### config.mk
export PLATFORM = sky130hd
export DESIGN_NAME = trap_ctrl
export DESIGN_NICKNAME = d
export VERILOG_FILES = /design/src/rtl/trap_ctrl.sv
export SDC_FILE = /design/constraint.sdc
export NUM_CORES = 1
export LEC_CHECK = 0
export CAP_MARGIN = 20
export CORE_ASPECT_RATIO = 1.75
export CORE_MARGIN = 5
export CORE_UTILIZATION = 40
export CTS_CLUSTER_SIZE = 20
export DETAILED_ROUTE_END_ITERATION = 10
export GPL_ROUTABILITY_DRIVEN = 0
export GPL_TIMING_DRIVEN = 0
export MAX_ROUTING_LAYER = met4
export PLACE_DENSITY = 0.73
export SLEW_MARGIN = 0
export SYNTH_ARGS = -nofsm -noshare
export SYNTH_HDL_FRONTEND = slang
export SYNTH_SLANG_ARGS = --single-unit
### constraint.sdc
create_clock -name clk_i -period 5.5 [get_ports clk_i]
set_input_delay 0.825 -clock clk_i [delete_from_list [all_inputs] [get_ports clk_i]]
set_output_delay 0.825 -clock clk_i [all_outputs]
set_load 0.005 [all_outputs]
### src/rtl/trap_ctrl.sv
// Machine-mode trap entry / mret return sequencer: captures the retiring trap,
// flushes the pipeline, writes the trap CSRs one by one, then redirects fetch.
module trap_ctrl #(
  parameter logic [11:0] MSTATUS_ADDR = 12'h300,
  parameter logic [11:0] MEPC_ADDR    = 12'h341,
  parameter logic [11:0] MCAUSE_ADDR  = 12'h342,
  parameter logic [11:0] MTVAL_ADDR   = 12'h343,
  parameter bit          VECTORED_EN  = 1'b1
) (
  input  logic        clk_i,
  input  logic        rst_i,
  input  logic        trap_valid_i,
  input  logic [31:0] trap_pc_i,
  input  logic [31:0] trap_cause_i,
  input  logic [31:0] trap_tval_i,
  input  logic        mret_valid_i,
  input  logic [31:0] mtvec_i,
  input  logic [31:0] mepc_i,
  input  logic [31:0] mstatus_i,
  input  logic        csr_wready_i,
  output logic        csr_we_o,
  output logic [11:0] csr_waddr_o,
  output logic [31:0] csr_wdata_o,
  output logic        flush_o,
  output logic        redirect_valid_o,
  output logic [31:0] redirect_pc_o,
  output logic        busy_o
);

  typedef enum logic [2:0] {
    IDLE, WR_MEPC, WR_MCAUSE, WR_MTVAL, WR_MSTATUS, MRET_MSTATUS, REDIRECT
  } state_t;

  state_t      state;
  logic [31:0] cap_pc;
  logic [31:0] cap_cause;
  logic [31:0] cap_tval;
  logic [31:0] cap_mstatus;
  logic        cap_mret;
  logic        wr_done;

  function automatic logic [31:0] trap_mstatus(input logic [31:0] s);
    logic [31:0] r;
    r        = s;
    r[7]     = s[3];
    r[3]     = 1'b0;
    r[12:11] = 2'b11;
    return r;
  endfunction

  function automatic logic [31:0] mret_mstatus(input logic [31:0] s);
    logic [31:0] r;
    r        = s;
    r[3]     = s[7];
    r[7]     = 1'b1;
    r[12:11] = 2'b11;
    return r;
  endfunction

  function automatic logic [31:0] trap_target(input logic [31:0] tvec, input logic [31:0] cause);
    logic [31:0] base;
    base = {tvec[31:2], 2'b00};
    if (VECTORED_EN && tvec[1:0] == 2'b01 && cause[31])
      return base + {cause[29:0], 2'b00};
    return base;
  endfunction

  assign wr_done = csr_we_o && csr_wready_i;

  always_ff @(posedge clk_i) begin
    if (rst_i) begin
      state       <= IDLE;
      cap_pc      <= '0;
      cap_cause   <= '0;
      cap_tval    <= '0;
      cap_mstatus <= '0;
      cap_mret    <= 1'b0;
    end else begin
      case (state)
        IDLE: begin
          if (trap_valid_i) begin
            cap_pc      <= trap_pc_i;
            cap_cause   <= trap_cause_i;
            cap_tval    <= trap_tval_i;
            cap_mstatus <= mstatus_i;
            cap_mret    <= 1'b0;
            state       <= WR_MEPC;
          end else if (mret_valid_i) begin
            // cap_pc doubles as the return address for mret
            cap_pc      <= mepc_i;
            cap_mstatus <= mstatus_i;
            cap_mret    <= 1'b1;
            state       <= MRET_MSTATUS;
          end
        end
        WR_MEPC:      if (wr_done) state <= WR_MCAUSE;
        WR_MCAUSE:    if (wr_done) state <= WR_MTVAL;
        WR_MTVAL:     if (wr_done) state <= WR_MSTATUS;
        WR_MSTATUS:   if (wr_done) state <= REDIRECT;
        MRET_MSTATUS: if (wr_done) state <= REDIRECT;
        REDIRECT:     state <= IDLE;
        default:      state <= IDLE;
      endcase
    end
  end

  always_comb begin
    csr_we_o         = 1'b0;
    csr_waddr_o      = '0;
    csr_wdata_o      = '0;
    redirect_valid_o = 1'b0;
    redirect_pc_o    = '0;
    case (state)
      WR_MEPC: begin
        csr_we_o    = 1'b1;
        csr_waddr_o = MEPC_ADDR;
        csr_wdata_o = {cap_pc[31:2], 2'b00};
      end
      WR_MCAUSE: begin
        csr_we_o    = 1'b1;
        csr_waddr_o = MCAUSE_ADDR;
        csr_wdata_o = cap_cause;
      end
      WR_MTVAL: begin
        csr_we_o    = 1'b1;
        csr_waddr_o = MTVAL_ADDR;
        csr_wdata_o = cap_tval;
      end
      WR_MSTATUS: begin
        csr_we_o    = 1'b1;
        csr_waddr_o = MSTATUS_ADDR;
        csr_wdata_o = trap_mstatus(cap_mstatus);
      end
      MRET_MSTATUS: begin
        csr_we_o    = 1'b1;
        csr_waddr_o = MSTATUS_ADDR;
        csr_wdata_o = mret_mstatus(cap_mstatus);
      end
      REDIRECT: begin
        // mtvec is read live here rather than captured at trap entry
        redirect_valid_o = 1'b1;
        redirect_pc_o    = cap_mret ? {cap_pc[31:2], 2'b00} : trap_target(mtvec_i, cap_cause);
      end
      default: ;
    endcase
  end

  assign busy_o  = (state != IDLE);
  assign flush_o = busy_o || trap_valid_i || mret_valid_i;

endmodule

Yosys cells after proc, flatten, opt, wreduce, memory -nomap -nowiden
Cells that the tools add are included.
Word-level totals
  bits in registers: 132
  output and inout port bits: 80
Operators by class
  equal/unequal tests: 12
  muxes and demuxes: 23
  add/subtract/negate cells: 1
  reductions and logical operators: 12
Operator list (count)
  $mux 32: 8
  $pmux 32 s5: 1
  $pmux 10 s4: 1
  $add 32x32->32: 1
  $mux 3: 6
  $pmux 3 s5: 1
  $eq 3x3->1 const B: 3
  $eq 3x2->1 const B: 2
  $mux 1: 6
  $ne 2x2->1 const B: 3
  $reduce_and 5->1: 1
  $reduce_or 5->1: 1
  $reduce_and 2->1: 2
  $eq 3x1->1 const B: 1
  $logic_not 3->1: 1
  $ne 3x3->1 const B: 1
  $reduce_bool 3->1: 1
  $eq 2x1->1 const B: 1
  $logic_and 1x1->1: 2
  $logic_or 1x1->1: 2
  $ne 2x1->1 const B: 1
  $reduce_bool 2->1: 1
  $reduce_or 2->1: 1

Depth between registers and ports, before layout
Gate-level depths: netlist (run 1).
  depth in word-level cells: 7
  depth in mapped cells: 12
  depth with buffers taken out: 12

Worst setup path before layout (run 1)
OpenSTA, ideal clock, no wires.
  kind: input-to-output
  start point: in mtvec_i[2]
  end point: out redirect_pc_o[24]
  required time: 4675 ps
  path slack: 1900 ps
  arrival time: 2775 ps
  buffers on the path: 0
  stages: 12
  path through: ha_1 inv_1 fa_1 nor2b_4 o31a_4 o21ai_4 a211oi_2 o21ai_2 nor3_1 or4_1 a211oi_1 nor3_1
Between the ends
  longest elaborated chain between the ends: 5
RTL lines
  start, declared: line 17  | input logic [31:0] mtvec_i,
  $add 32x32->32: line 64  | return base + {cause[29:0], 2'b00};
  $mux 32: line 63  | if (VECTORED_EN && tvec[1:0] == 2'b01 && cause[31])
  $mux 32: line 65  | return base;
  $mux 32: line 142  | redirect_pc_o = cap_mret ? {cap_pc[31:2], 2'b00} : trap_target(mtvec_i, cap_cause);
  $mux 32: line 113  | case (state)
  end, declared: line 26  | output logic [31:0] redirect_pc_o,
No other way between the ends. The select of a mux whose other input is x is not followed.

Final worst setup path (run 1)
  start point: in mtvec_i[2]
  end point: out redirect_pc_o[30]
Same word-level chain as after synthesis.

==> summary.txt, run 1 <==
CTS
  • H-tree Lvls: 4
  • Resized Gates After CTS: 0
  • TritonCTS clock tree: built
  • Postcts setup bufs: 0
  • Worst skew pair latency: about 0.42 ns
  • Clk pin slew, worst setup/hold paths: 0.06 ns
  • CTS Hold Bufs: 0
  • Clock Tree Root: clkbuf_16
  • Clk sinks: 128
  • Num CTS Buffers: 17
  • Clk buf depth: 2

Global routing
  • Largest net degree at the start of global routing: 17
  • Gr usage total: between 20% and 30%
  • Vias in the first global route: 9,027
  • Grt ovf: 0
  • First-pass GRT wire length: 49,400 um
  • Initial antenna violation count: 5

Die
  • Die Span X: ~110 um
  • I/O pin count: approximately 280
  • Core ar.: 19,000 um^2
  • Die height: a little under 200 um
  • Std cell rows: 67
  • Initial Util: between 40% and 50%
  • Die area: ~22,000 um^2

STA
  • Setup_tns: 0 ns
  • Slew HR: 38.1%
  • Worst Clk Skew: roughly 0.0062 ns
  • Slack of the critical path: around 0.41 ns
  • Tcrit/Tclk final: 92.5%
  • Minimum clock period: 5.09 ns
  • Pins Over Slew Limit: 0
  • Final setup vio count: 0
  • Fmax: 0.197 GHz
  • Final Hold Fails: 0
  • Worst Tran Pin Value: approximately 0.9 ns
  • RSZ-0062 raised after global routing: no

Setup path
  • Delay-heaviest family, CP: compound AO/OA/AOI/OAI gates
  • CP max stage delay: approximately 0.54 ns
  • Startpoint type of the worst setup path: primary input
  • CP Class: primary input to output pin
  • CP max-delay cell: clkdlybuf4s50_1
  • CP required: 4.68 ns
  • CP arrival: 4.26 ns
  • Critical path cell sequence: clkdlybuf4s50_1 -> ha_1 -> inv_1 -> fa_1 -> nor2b_4 -> o31a_4 -> o2111ai_1 -> nand3_1 -> a21oi_1 -> o21ai_1 -> xor2_1 -> nand2_1 -> a21oi_1 -> clkdlybuf4s50_1
  • Maximum fanout along the worst path: 3
  • CP Capture Type: output pin
  • Worst Path Buf+Inv: 3

Layout
  • P&R area growth vs syn: 46.6%
  • Final Non-Filler Cells: 1,603
  • Share of layout cells above drive strength 1: ~4.3%
  • Layout net count: about 1,600

Power and ir drop
  • PD cells: about 310 nW/um^2
  • Lkg Pwr: 4.48 nW
  • Pwr Total: approximately 3.4 mW
  • Worst IR drop on VDD: 237 uV

Synth
  • Yosys synthesis warning count: 0
  • Synth Area in Simple Gates: slightly above 20%
  • EDFF count, synth: 0
  • Synth Flop Type: dfxtp_1
  • Fraction of synthesized area in multiplexers: under 10%
  • Ranking of synthesized cells by area: dfxtp_1, nand2_1, a21oi_1
  • Synth area leader: dfxtp_1
  • Post-Syn Instances: between 1,000 and 1,500
  • Post-synthesis adder-cell area fraction: under 10%
  • Syn avg cell area: 7.27 um^2
  • Synth Area in Compound Gates: 27.6%
  • Sequential-to-total area share from yosys stat: 33.4%
  • Top cell type's share of synthesized area: 33.4%
  • Synth async-reset ratio: 0%
  • Netlist cell types: 54
  • Largest family of logic cells by synthesized area: compound AO/OA/AOI/OAI gates
  • Mapped cell area: 7680 um^2
  • Post-synthesis xor/xnor area fraction: around 2.9%
  • Seq cells post-synth: approximately 130

Routing
  • DR pass1 iterations: 6
  • Post-DRT Antenna Nets: 0
  • Routed via count: 9,021
  • Avg WL per Cell: between 20 and 25 um
  • Drt drc: 0
  • Initial DRC count: around 700
  • WL final: 33,000 um
  • Drt via density: around 5.6

Place
  • Post-placement setup slack: about 0.53 ns
  • IO Port Bufs: roughly 260
  • Dpl cells: 1,565
  • Final HPWL DP: between 20,000 and 30,000 um

Flow run
  • Max-capacitance violation count: 0

Outcome
  • Outcome: completed

Worst hold path
  • HP Class: flip-flop to flip-flop
## cell usage in the layout, fill, tap and decap left out, drive strengths merged, types with 3 or more instances in the layout
cell,n
clkbuf,85
or3,3
xnor2,16
nor3,10
a21oi,170
clkinvlp,4
and4,4
diode,6
mux2i,39
nand3,8
bufinv,4
o21a,3
a31oi,7
dfxtp,128
xor2,9
a211oi,35
buf,22
conb,9
nand2b,3
and2,4
nand2,269
clkdlybuf4s50,259
or2,3
a21o,19
o21ai,42
a22oi,52
o211ai,3
inv,11
ha,29
nor2b,6
clkinv,4
nor2,70
## through the flow
| stage | util (%) | area [um^2] | hold slack [ns] |
|---|---|---|---|
| finish | 59.2 | 11300 | 0.455 |
| global route | 59.1 | 11300 | 0.471 |
| CTS | 59.1 | 11200 | 0.454 |
| detailed placement | 55.8 | 10600 | 0.446 |
| global placement | 55.7 | 10600 | 0.442 |
| floorplan | - | 7710 | 0.436 |
## worst register-to-register path, cell delays in order (launching register included)
cell	delay, ns
dfxtp_1	0.33
nor3_1	0.55
inv_1	0.20
nor2_1	0.76
clkbuf_1	0.49
nand2_1	0.12
a21oi_1	0.16
## final timing paths
kind,from,end,slack (ns),cells past startpoint
max,mtvec_i[2],redirect_pc_o[30],0.41,14
max reg2reg,state[2],cap_mstatus[2],2.80,6
min reg2reg,cap_tval[15],cap_tval[15],0.45,2
min,cap_tval[15],cap_tval[15],0.45,2
## kinds of logic (layout without fill, tap and decap cells)
logic type | Yosys count | in the layout
buffers and inverters | 97 | 389
multiplexers | 39 | 39
AND/OR/NAND/NOR | 388 | 388
AO/OA/AOI/OAI | 348 | 348
other | 1 | 15
adder cells (fa/ha/maj) | 30 | 30
flip-flops | 128 | 128
XOR/XNOR | 25 | 25
## report_power, final
| group | total [mW] | internal (mW) | switching (mW) |
|---|---|---|---|
| Clock | 1.20 | 0.769 | 0.435 |
| Combinational | 1.07 | 0.471 | 0.603 |
| Sequential | 1.16 | 1.05 | 0.106 |
## cells in the mapped netlist, types with 2 or more instances
library cell	number
a211o_1	2
a211oi_1	34
a21o_1	19
a21oi_1	170
a221oi_1	2
a22oi_1	52
a311oi_1	2
a31oi_1	7
and2_1	4
and3_1	2
and4_1	4
buf_1	5
buf_2	6
buf_4	10
clkbuf_1	67
dfxtp_1	128
ha_1	29
inv_1	9
mux2i_1	39
nand2_1	269
nand2b_1	3
nand3_1	8
nand4_1	2
nor2_1	70
nor2b_1	5
nor3_1	9
o211ai_1	3
o21a_1	3
o21ai_0	37
o21ai_1	3
o22ai_1	2
o32ai_1	2
or2_2	3
or3_1	3
xnor2_1	16
xor2_1	9
## state kept, by name (all words and copies together) (netlist names)
| signal | count |
|---|---|
| state | 3 |
| cap_mstatus | 30 |
| cap_cause | 32 |
| cap_pc | 30 |
| cap_tval | 32 |
| cap_mret | 1 |
## layout make-up
class | instances | area, um^2
Multi-Input combinational cell | 839 | 4730
Buffer | 88 | 375
Timing Repair Buffer | 260 | 2610
Clock inverter | 14 | 188
Fill cell | 1737 | 7770
Tap cell | 241 | 302
Inverter | 9 | 33.8
Sequential cell | 128 | 2560
Clock buffer | 18 | 439
Antenna cell | 6 | 15.0
## metal layers
layer	part of all wire [%]	up-vias	wire length [um]	track usage (%)
met5	0	-	0	-
met2	51	481	16700	50.1
li1	-	4279	-	-
met3	6.8	103	2230	3.84
met1	37	4158	12000	33.1
met4	6.1	0	2030	16.4
No activity file was read; power rests on OpenSTA's default activity.
==> run 2, diff against run 1 <==
--- a/config.mk
+++ b/config.mk
@@ -13,7 +13,6 @@
 export DETAILED_ROUTE_END_ITERATION = 10
 export GPL_ROUTABILITY_DRIVEN = 0
 export GPL_TIMING_DRIVEN = 0
-export MAX_ROUTING_LAYER = met4
 export PLACE_DENSITY = 0.73
 export SLEW_MARGIN = 0
 export SYNTH_ARGS = -nofsm -noshare
==> run 2 against run 1 <==
  * Maximum frequency increased by 0.49%
  * Critical path type unchanged
  * Non-clock buffer count unchanged
  * Die area stayed put
  * Highest routed layer unchanged
  * Final cell count stayed put
  * Hold slack hardly changed
  * Count of clock-buffer cells in the layout unchanged
  * Core utilization unchanged
  * Critical path depth unchanged
  * Wire length did not move
  * Via count shrank 0.60%
  * Global-route usage is 0.85 points lower
  * Power increased by 0.19%
==> summary.txt, run 2 (synthesis gave the netlist of run 1 again) <==
Die
  • Die area: between 20,000 and 25,000 um^2
  • Initial Util: 40.3%
  • I/O pin count: between 200 and 300
  • Die height: roughly 190 um
  • Std cell rows: 67
  • Die Span X: around 110 um
  • Core ar.: roughly 19,000 um^2

Global routing
  • Largest net degree at the start of global routing: 17
  • Grt ovf: 0
  • First-pass GRT wire length: between 40,000 and 50,000 um
  • Vias in the first global route: approximately 9,000
  • Initial antenna violation count: 5
  • Gr usage total: 28.7%

Place
  • IO Port Bufs: ~260
  • Post-placement setup slack: ~0.53 ns
  • Final HPWL DP: 26,700 um

STA
  • Worst Tran Pin Value: 0.927 ns
  • Fin Hold WS: ~0.45 ns
  • Final Hold Fails: 0
  • RSZ-0062 raised after global routing: no
  • Minimum clock period: between 5 and 6 ns
  • Tcrit/Tclk final: 92.1%
  • Pins Over Slew Limit: 0
  • Setup_tns: 0 ns
  • Worst Clk Skew: between 0.005 and 0.006 ns
  • Slew HR: 38.0%
  • Slack of the critical path: approximately 0.44 ns
  • Final setup vio count: 0
  • Fmax: just under 0.2 GHz

CTS
  • Clk buf depth: 2
  • CTS Hold Bufs: 0
  • Num CTS Buffers: 17
  • Worst skew pair latency: ~0.42 ns
  • Clk pin slew, worst setup/hold paths: ~0.060 ns
  • Postcts setup bufs: 0
  • Clk sinks: 128
  • TritonCTS clock tree: built
  • Resized Gates After CTS: 0
  • Clock Tree Root: clkbuf_16
  • H-tree Lvls: 4

Setup path
  • CP arrival: 4.24 ns
  • Critical path cell sequence: clkdlybuf4s50_1 -> ha_1 -> inv_1 -> fa_1 -> nor2b_4 -> o31a_4 -> o2111ai_1 -> nand3_1 -> a21oi_1 -> o21ai_1 -> xor2_1 -> nand2_1 -> a21oi_1 -> clkdlybuf4s50_1
  • CP Class: primary input to output pin
  • Critical R2R Capture: cap_mstatus[2]
  • Worst reg-to-reg setup slack: between 2 and 3 ns
  • CP Capture Type: output pin
  • CP required: ~4.7 ns
  • Maximum fanout along the worst path: 3
  • Reg2reg start: state[2]
  • CP max stage delay: between 0.5 and 0.6 ns
  • R2R cell count: 6
  • CP max-delay cell: clkdlybuf4s50_1
  • Startpoint type of the worst setup path: primary input

Flow run
  • Max-capacitance violation count: 0

Layout
  • Commonest non-fill, non-tap cell in the layout: nand2_1
  • Share of layout cells above drive strength 1: between 4 and 5%
  • Layout net count: roughly 1,600
  • Most frequent cells in the layout: nand2_1, clkdlybuf4s50_1, a21oi_1, dfxtp_1, nor2_1
  • P&R area growth vs syn: 46.6%
  • Post-layout util: 59.2%
  • Top flop regs: cap_cause: 32 flops, cap_tval: 32 flops

Routing
  • Drt via density: 5.59
  • WL final: 33,000 um
  • Avg WL per Cell: 20.6 um
  • DR pass1 iterations: 5
  • Post-DRT Antenna Nets: 0
  • Drt drc: 0
  • Initial DRC count: 650
  • Routed via count: 8,967

Power and ir drop
  • Worst IR drop on VDD: ~240 uV
  • Lkg Pwr: 4.48 nW
  • PD cells: 306 nW/um^2

Outcome
  • Outcome: completed

Worst hold path
  • Hold Path Sink: cap_tval[13]
  • HP Class: flip-flop to flip-flop
  • Hold path start: cap_tval[13]
  • Hold depth: 2
==> run 2: cell counts in the layout (fill, tap and decap cells not counted) <==
No cell type changed its count.
==> run 2: metal layers <==
layer	GRT usage, %	part of all wire, %	up-vias
li1	-	-	4271
met1	32.7	37	4149
met2	50.1	51	446
met3	4.31	6.3	101
met4	16.4	6.1	0
met5	0	0	-
==> run 2: per-stage QoR <==
step	std cells	power (mW)	area, um^2
final	1603	3.44	11300
after global routing	1602	3.57	11300
after CTS	1597	3.42	11200
after detailed placement	1565	2.22	10600
after global placement	1564	2.21	10600
after floorplan	1064	1.73	7710
==> run 2: worst max path at each step <==
stage	from	end	slack [ns]	cells after the start
2_1_floorplan	mtvec_i[2]	redirect_pc_o[24]	1.90	12
3_5_place_dp	mtvec_i[10]	redirect_pc_o[27]	0.53	13
4_1_cts	mtvec_i[2]	redirect_pc_o[30]	0.49	14
3_3_place_gp	mtvec_i[10]	redirect_pc_o[27]	0.52	13
5_1_grt	mtvec_i[2]	redirect_pc_o[30]	0.30	14
6_report	mtvec_i[2]	redirect_pc_o[30]	0.44	14
==> run 2: power breakdown <==
part | leakage [nW] | switching (mW) | internal (mW)
Clock | 0.299 | 0.441 | 0.769
Combinational | 3.13 | 0.604 | 0.471
Sequential | 1.05 | 0.105 | 1.05
==> run 2: cell type report <==
class                      count  area (um^2)
tap                          241          302
antenna                        6         15.0
inverter                       9         33.8
fill                        1737         7770
timing repair buffer         260         2610
buffer                        88          375
sequential                   128         2560
clock buffer                  18          439
clock inverter                14          188
multi-input combinational    839         4730
==> run 2: worst max-delay path, delay by kind of cell <==
family                     cells  cell delay, ns
AOI/OAI and AO/OA              5            1.26
buffers and inverters          3            1.10
adders and majority gates      2            0.52
and+or+nand+nor                3            0.37
xor gates and xnor gates       1            0.16
==> run 3, diff against run 2 <==
--- a/config.mk
+++ b/config.mk
@@ -11,9 +11,9 @@
 export CORE_UTILIZATION = 40
 export CTS_CLUSTER_SIZE = 20
 export DETAILED_ROUTE_END_ITERATION = 10
+export DONT_BUFFER_PORTS = 1
 export GPL_ROUTABILITY_DRIVEN = 0
 export GPL_TIMING_DRIVEN = 0
-export PLACE_DENSITY = 0.73
 export SLEW_MARGIN = 0
 export SYNTH_ARGS = -nofsm -noshare
 export SYNTH_HDL_FRONTEND = slang
==> run 3 against run 2 <==
  * Setup slack better by 0.93 ns
  * First-iteration DRC count is 30% lower
  * Critical path depth is 2 lower
  * Highest routed layer unchanged
  * Power is 8.4% lower
  * Clock skew is 0.0079 ns higher
  * Core utilization is 14 points lower
  * Sequential share of layout area is 6.9 points higher
  * Count of clock-buffer cells in the layout stayed put
==> summary.txt, run 3 (synthesis gave the netlist of run 1 again) <==
Layout
  • Layout net count: roughly 1,300
  • Fillers: roughly 2,000
  • Commonest non-fill, non-tap cell in the layout: nand2_1
  • Share of layout cells above drive strength 1: around 5.3%
  • Most frequent cells in the layout: nand2_1, a21oi_1, dfxtp_1, nor2_1, clkbuf_1
  • # diodes: 0
  • P&R area growth vs syn: 12.4%
  • Top flop regs: cap_cause: 32 flops, cap_tval: 32 flops

CTS
  • H-tree Lvls: 4
  • Clk sinks: 128
  • Clk pin slew, worst setup/hold paths: roughly 0.06 ns
  • TritonCTS clock tree: built
  • Clk buf depth: 2
  • Resized Gates After CTS: 0
  • Worst skew pair latency: around 0.42 ns
  • Num CTS Buffers: 17
  • Clock Tree Root: clkbuf_16
  • CTS Hold Bufs: 0
  • Postcts setup bufs: 0

Power and ir drop
  • Logic pwr share: between 20% and 30%
  • Sw Pwr: 1.13 mW
  • Lkg Pwr: 3.49 nW
  • Worst IR drop on VDD: roughly 230 uV
  • Clock network power share: between 30 and 40%
  • Sequential share of power: 36.7%
  • PD cells: around 370 nW/um^2
  • Pwr Total: 3.15 mW
  • Sw frac: roughly 36%
  • Internal: around 2 mW

Flow run
  • Max-capacitance violation count: 0

Worst hold path
  • HP Class: flip-flop to flip-flop
  • Hold depth: 2

Routing
  • Avg WL per Cell: approximately 23 um
  • Post-DRT Antenna Nets: 0
  • Initial DRC count: ~460
  • DR pass1 iterations: 5
  • WL final: roughly 30,000 um
  • Routed via count: roughly 7,700
  • Drt via density: ~5.8
  • Drt drc: 0

Die
  • I/O pin count: roughly 280
  • Die height: 193 um
  • Die area: approximately 22,000 um^2
  • Std cell rows: 67
  • Initial Util: between 40% and 50%
  • Die Span X: ~110 um
  • Core ar.: 19,000 um^2

Global routing
  • First-pass GRT wire length: between 40,000 and 50,000 um
  • Grt ovf: 0
  • Initial antenna violation count: 0
  • Largest net degree at the start of global routing: 17
  • Vias in the first global route: about 7,700
  • Gr usage total: a little over a quarter

STA
  • Worst Clk Skew: ~0.013 ns
  • Fmax: 0.242 GHz
  • Slew HR: between 40% and 50%
  • Worst Tran Pin Value: between 0.8 and 0.9 ns
  • Tcrit/Tclk final: 75.2%
  • Final setup vio count: 0
  • Minimum clock period: around 4.1 ns
  • Setup_tns: 0 ns
  • Pins Over Slew Limit: 0
  • Final Hold Fails: 0
  • RSZ-0062 raised after global routing: no

Setup path
  • Startpoint type of the worst setup path: flip-flop
  • CP required: approximately 4.7 ns
  • R2R cell count: 6
  • CP Capture Type: output pin
  • CP Class: flip-flop to output pin
  • Maximum fanout along the worst path: 3
  • CP max stage delay: 0.50 ns
  • CP max-delay cell: dfxtp_1
  • CP arrival: roughly 3.3 ns
  • Critical path cell sequence: ha_1 -> inv_1 -> fa_1 -> nor2b_4 -> o31a_4 -> o21ai_4 -> a211oi_2 -> o21ai_2 -> o21ai_0 -> xor2_1 -> nand2_1 -> a21oi_1

Place
  • IO Port Bufs: 0
  • Final HPWL DP: around 25,000 um

Outcome
  • Outcome: completed
run 3: area by class of cell:
cell class / instances / area [um^2] / area share [%]
inverters: 9 / 33.8 / 0.391
repair buffers: 1 / 15.0 / 0.174
clock buffers: 18 / 439 / 5.09
flip-flops and latches: 128 / 2560 / 29.7
plain buffers: 88 / 375 / 4.35
clock inverters: 14 / 168 / 1.94
multi-input cells: 839 / 4730 / 54.9
well taps: 241 / 302 / 3.49
run 3: critical path: cells and delay by family (launching register included):
kind            cells  cell delay (ns)
compound gates      6             1.21
flops               1             0.50
fa+ha+maj           2             0.70
buf+inv             1             0.06
xor+xnor            1             0.19
simple gates        2             0.22
run 3: worst paths after layout:
| path | from | endpoint | slack (ns) |
|---|---|---|---|
| worst max-delay path | cap_cause[0] | redirect_pc_o[22] | 1.36 |
| worst min register to register | cap_tval[0] | cap_tval[0] | 0.46 |
| worst max register to register | state[2] | cap_mstatus[3] | 2.91 |
| worst min-delay path | cap_tval[0] | cap_tval[0] | 0.46 |
run 3: layer usage:
layer	track usage (%)	vias to the layer above	part of all wire (%)
met1	29.6	3599	37
met4	11.8	0	4.2
met5	0	-	0
li1	-	3748	-
met2	47.6	338	51
met3	6.50	59	7.9
run 3: per-stage QoR:
stage / hold WS [ns] / worst slack, ns / utilization (%) / cells / instance area [um^2]
global route: 0.476 / 1.25 / 45.3 / 1338 / 8630
global placement: 0.442 / 1.52 / 42.1 / 1305 / 8010
finish: 0.455 / 1.36 / 45.3 / 1338 / 8630
CTS: 0.455 / 1.38 / 45.3 / 1338 / 8630
detailed placement: 0.447 / 1.48 / 42.2 / 1306 / 8020
floorplan: 0.436 / 1.90 / - / 1064 / 7710
run 3: power by group through the flow:
| stage | registers (mW) | clock network, mW | logic [mW] |
|---|---|---|---|
| after floorplan | 1.12 | 0 | 0.607 |
| after global placement | 1.17 | 0 | 0.809 |
| after detailed placement | 1.17 | 0 | 0.822 |
| after CTS | 1.15 | 1.18 | 0.825 |
| after global routing | 1.17 | 1.22 | 0.915 |
| final | 1.16 | 1.17 | 0.825 |
